$ cat config.mk
export PLATFORM = sky130hd
export DESIGN_NAME = bus_arbiter_mux
export DESIGN_NICKNAME = d
export VERILOG_FILES = /design/src/rtl/bus_arbiter_mux.sv
export SDC_FILE = /design/constraint.sdc
export NUM_CORES = 1
export LEC_CHECK = 0
export CORE_AREA = 2 2 329 331
export DETAILED_ROUTE_END_ITERATION = 6
export DIE_AREA = 0 0 331 333
export PLACE_DENSITY = 0.32
export SLEW_MARGIN = 20
export SYNTH_ARGS = -nofsm -noshare
export SYNTH_HDL_FRONTEND = slang
export SYNTH_SLANG_ARGS = --single-unit
$ cat constraint.sdc
create_clock -name clk -period 1.7 [get_ports clk]
set_input_delay 0.34 -clock clk [delete_from_list [all_inputs] [get_ports clk]]
set_output_delay 0.34 -clock clk [all_outputs]
set_load 0.03 [all_outputs]
$ cat src/rtl/bus_arbiter_mux.sv
// Registered bus arbiter and multiplexer.
// Picks one winning source per enabled cycle, using either fixed priority or
// round-robin. Registers the winner's data and index onto the shared bus,
// flags multi-request conflicts, and holds the last bus value when no source drives.
module bus_arbiter_mux #(
  parameter int DATA_W  = 32,
  parameter int NUM_SRC = 24,
  parameter int SEL_W   = 5,
  parameter int RR_MODE = 0,
  parameter int CNT_W   = 8
) (
  input  logic                      clk,
  input  logic                      clear,
  input  logic                      bus_en,
  input  logic [NUM_SRC-1:0]        src_req,
  input  logic [NUM_SRC*DATA_W-1:0] src_data,
  output logic [DATA_W-1:0]         bus_out,
  output logic [SEL_W-1:0]          bus_sel,
  output logic                      bus_valid,
  output logic                      conflict,
  output logic [CNT_W-1:0]          conflict_cnt
);

  // Registered state.
  logic [DATA_W-1:0] bus_q, bus_d;
  logic [SEL_W-1:0]  sel_q, sel_d;
  logic              valid_q, valid_d;
  logic              conflict_q, conflict_d;
  logic [CNT_W-1:0]  cnt_q, cnt_d;
  logic [SEL_W-1:0]  last_q, last_d;

  // Arbitration results.
  logic              any_req;
  logic              multi_req;
  logic              low_found;
  logic [SEL_W-1:0]  low_idx;
  logic              high_found;
  logic [SEL_W-1:0]  high_idx;
  logic [SEL_W-1:0]  win_idx;
  logic [DATA_W-1:0] win_data;

  // More than one bit set iff clearing the lowest set bit leaves something.
  assign any_req   = |src_req;
  assign multi_req = (src_req & (src_req - NUM_SRC'(1))) != '0;

  // Priority search: lowest requester overall, and lowest requester above
  // last_grant (the round-robin candidate before wrapping to index 0).
  always_comb begin
    // NOTE: every combinational output gets a default before any conditional
    // assignment, so no path leaves it unassigned and no latch is inferred.
    low_found  = 1'b0;
    low_idx    = '0;
    high_found = 1'b0;
    high_idx   = '0;
    // Scanning downward means the last hit written is the lowest index.
    for (int i = NUM_SRC - 1; i >= 0; i--) begin
      if (src_req[i]) begin
        low_found = 1'b1;
        low_idx   = SEL_W'(i);
        if (SEL_W'(i) > last_q) begin
          high_found = 1'b1;
          high_idx   = SEL_W'(i);
        end
      end
    end
  end

  // Winner selection; the wrap case (no requester above last_grant) falls
  // back to the lowest requester, which may be last_grant itself.
  always_comb begin
    if (RR_MODE != 0 && high_found) begin
      win_idx = high_idx;
    end else begin
      win_idx = low_idx;
    end
  end

  // Data multiplexer for the winning source.
  always_comb begin
    win_data = '0;
    for (int i = 0; i < NUM_SRC; i++) begin
      if (win_idx == SEL_W'(i)) begin
        win_data = src_data[i*DATA_W +: DATA_W];
      end
    end
  end

  // Next-state: bus keeper by default, update only on an enabled grant.
  always_comb begin
    bus_d      = bus_q;
    sel_d      = sel_q;
    valid_d    = 1'b0;
    conflict_d = 1'b0;
    cnt_d      = cnt_q;
    last_d     = last_q;
    if (bus_en && any_req && low_found) begin
      bus_d      = win_data;
      sel_d      = win_idx;
      valid_d    = 1'b1;
      conflict_d = multi_req;
      last_d     = win_idx;
      if (multi_req && cnt_q != '1) begin
        cnt_d = cnt_q + CNT_W'(1);
      end
    end
  end

  // State register with asynchronous active-low clear.
  always_ff @(posedge clk or negedge clear) begin
    if (!clear) begin
      // NOTE: sequential state uses non-blocking assignments so every register
      // samples pre-edge values regardless of statement order.
      bus_q      <= '0;
      sel_q      <= '0;
      valid_q    <= 1'b0;
      conflict_q <= 1'b0;
      cnt_q      <= '0;
      last_q     <= SEL_W'(NUM_SRC - 1);
    end else begin
      bus_q      <= bus_d;
      sel_q      <= sel_d;
      valid_q    <= valid_d;
      conflict_q <= conflict_d;
      cnt_q      <= cnt_d;
      last_q     <= last_d;
    end
  end

  assign bus_out      = bus_q;
  assign bus_sel      = sel_q;
  assign bus_valid    = valid_q;
  assign conflict     = conflict_q;
  assign conflict_cnt = cnt_q;

endmodule

==> flow_summary.json <==
{
  "finClkSkew_ns": 0.0002905,
  "synth_ff_type": "dfrtp_1",
  "overflow": 0,
  "synth_cell_type_count": 93,
  "ios": 842,
  "regArea_mm2": 0.001176,
  "p_comb_frac": 0.663,
  "die_height_um": 333,
  "ant_nets": 0,
  "multi_input_area_mm2": 0.009081,
  "ys_ff_latch": 47,
  "max_freq_mhz": 309.9,
  "syn-num-nets": 2029,
  "syn-instance-count": 1233,
  "synth_common_cells": "197 x nand2_1, 118 x nor2_1, 61 x a21oi_1, 61 x nand3_1, 55 x o21ai_0",
  "layout.nets": 3404,
  "worstPathMaxFanout": 4,
  "clk_pin_slew_worst_paths_ns": 0.10,
  "htreeDepth": 2,
  "vias_per_cell": 4.309,
  "drc_errors": 6,
  "fill_cells": 11670,
  "setup_viol": 46,
  "cts_tree": "done",
  "outcome": "finished with violations",
  "drive_gt1_frac": 0.4005,
  "wl_per_cell_um": 34.08,
  "grt_pass1_vias": 18390,
  "finalNonFillerCells": 4028,
  "grt_max_degree": 48,
  "die-area_mm2": 0.1102,
  "cts_made_buffers": 5,
  "rsz0062_at_grt": "yes",
  "r2r-start": "conflict_cnt[0]",
  "arrival_ns": 3.44,
  "die_x_um": 331,
  "setup.worst_path.end_class": "flop",
  "synth_edf_count": 0,
  "p_leak_nw": 10.45,
  "finalHoldViolations": 11,
  "clk_latency_ns": 0.34,
  "slew_headroom": 0.5417,
  "firstDrtPassIters": 7,
  "hp-class": "in2async",
  "p_seq_frac": 0.176,
  "reg2reg_depth": 6,
  "yosys.area.top_type": "dfrtp_1",
  "path_class": "in2reg",
  "power.density_mw_per_mm2": 325.1,
  "root_buffer": "clkbuf_16",
  "finalWirelength_mm": 137.3,
  "yosysSeqAreaShare": 0.1394,
  "rows": 120,
  "core_area_mm2": 0.1066,
  "violations": "design-rule violations, negative hold slack, negative setup slack",
  "slew_violations": 0,
  "crit_required_ns": 1.91,
  "p_clk_frac": 0.161,
  "synthTopCellsByArea": "dfrtp_1 14%, nand2_1 8.8%, a221oi_1 5.3%, nor2_1 5.2%, a22oi_1 4.1%",
  "utilization": 0.2515,
  "synth.top_cell.area_share": 0.1394,
  "cts_max_path_buffers": 2,
  "fin_crit_sh": 1.898,
  "r2r-end": "conflict_cnt[1]",
  "power_switching_mw": 3.497,
  "tightest_slew_ns": 0.6874,
  "holdWs_ns": -0.02708,
  "period_minus_slack_ns": 3.227,
  "grt_first_pass_wirelength_mm": 174.7,
  "syn_area_mm2": 0.008439,
  "cap_violations": 0,
  "ir_drop_v": 0.0003882,
  "syn_avg_cell_area_um2": 6.845,
  "p_sw_frac": 0.4012,
  "port_buffers": 841,
  "hpwl_mm": 118.5,
  "yosys_warnings": 0,
  "synth-async-reset-ratio": 1.000,
  "gp_congestion": 0.8761,
  "areaGrowthSynthToFinish_pct": 217.7,
  "power.internal_mw": 5.218,
  "worst_slack_ns": -1.527,
  "drt_iter0_markers": 1271,
  "dr_total_vias": 17360,
  "start_util": 0.07917,
  "antenna_found_initial": 67,
  "startpoint_type": "input port",
  "rrSetupSlack_ns": 0,
  "yosysMostFrequentCell": "nand2_1",
  "numClockSinks": 47,
  "grt_use_total": 0.2371,
  "placed_cells": 3847
}
## stage by stage
step	setup slack (ns)	hold WS (ns)	cell area, µm²	setup TNS [ns]	total power [mW]
3_3_place_gp	-3.530	0.3993	22580	-94.79	6.730
3_5_place_dp	-3.175	0.3905	22590	-94.09	6.735
2_1_floorplan	-1.084	0.04441	8835	-39.96	2.830
5_1_grt	-1.592	0.006876	26800	-55.23	9.072
6_report	-1.527	-0.02708	26810	-51.26	8.715
4_1_cts	-1.588	0.002802	25530	-53.64	8.582
## area by class of cell
cell class              count  area share
multi-input cells        1074      0.3387
well taps                1403     0.06547
repair buffers           1464      0.5416
flip-flops and latches     47     0.04387
diodes                     16    0.001493
inverters                  16    0.002333
clock inverters             2    0.001307
clock buffers               6    0.005180
## worst max-delay path by stage
stage	from	endpoint	slack [ns]
3_5_place_dp	src_req[6]	bus_out[5]	-3.17
6_report	src_req[9]	bus_out[6]	-1.53
5_1_grt	src_req[21]	bus_out[5]	-1.59
4_1_cts	src_req[2]	bus_out[5]	-1.59
2_1_floorplan	src_req[6]	bus_out[23]	-1.08
3_3_place_gp	src_req[9]	bus_out[21]	-3.53
## cells by family after synthesis
family | synth area share
AOI/OAI and AO/OA | 0.4678
xor gates and xnor gates | 0.006227
adders and majority gates | 0.004003
buffers and inverters | 0.06286
DFF | 0.1394
muxes | 0.009933
and+or+nand+nor | 0.3099
## layer usage
layer	wire length (µm)	GRT usage	vias up
met1	56950	0.2937	8609
met4	2261	0.03201	34
li1	-	-	7755
met5	234	0	-
met2	68900	0.4274	820
met3	8932	0.04783	138
## power groups by stage
| stage | sequential, mW | clock (mW) | combinational, mW |
|---|---|---|---|
| floorplan | 1.84 | 0 | 0.986 |
| global placement | 1.53 | 0 | 5.20 |
| detailed placement | 1.54 | 0 | 5.19 |
| CTS | 1.52 | 1.47 | 5.60 |
| global route | 1.57 | 1.47 | 6.04 |
| finish | 1.53 | 1.40 | 5.78 |
## worst max-delay path, cell delays in order
cell,delay [ns]
buf_6,0.10
or4_4,0.54
o221ai_4,0.20
buf_6,0.14
a41oi_4,0.03
nor2_2,0.15
buf_6,0.14
buf_6,0.11
nor3_4,0.06
buf_12,0.15
buf_6,0.12
a222oi_1,0.45
buf_4,0.21
nand3_2,0.05
o211ai_1,0.30
a31o_1,0.23
a41oi_2,0.11
## repair_timing
action	in CTS	in global routing
gates resized for setup	512	202
hold buffers	0	0
buffers inserted	123	74
setup endpoints to repair	77	46
cloned	7	1
hold endpoints to repair	0	0
pin swaps	183	153
## flip-flops by register name, summed over array words and instances (netlist names)
name          count
conflict          1
conflict_cnt      8
bus_out          32
bus_sel           5
bus_valid         1
## layout by cell type (no fill, tap or decap), types with 14 or more instances in the layout
master / n
o21ai_2: 14
buf_8: 15
a22o_1: 17
a21oi_1: 37
buf_6: 126
a221oi_1: 18
nand3_2: 16
nor3_1: 24
a31oi_1: 16
buf_4: 434
a221o_1: 21
nand4_1: 16
nand2_4: 14
o21ai_0: 35
a21oi_2: 20
a222oi_1: 32
nand2_2: 24
a22oi_1: 36
nand2_1: 161
o22ai_1: 39
nor2_2: 19
dfrtp_1: 47
inv_1: 14
o221ai_1: 23
nor2_4: 22
a221oi_2: 26
nor3_4: 21
nand3_1: 38
nor2_1: 84
o211ai_1: 16
clkdlybuf4s50_1: 769
dlygate4sd2_1: 30
buf_12: 67
diode_2: 16
a211oi_2: 15
(Power assumes the default switching activity.)
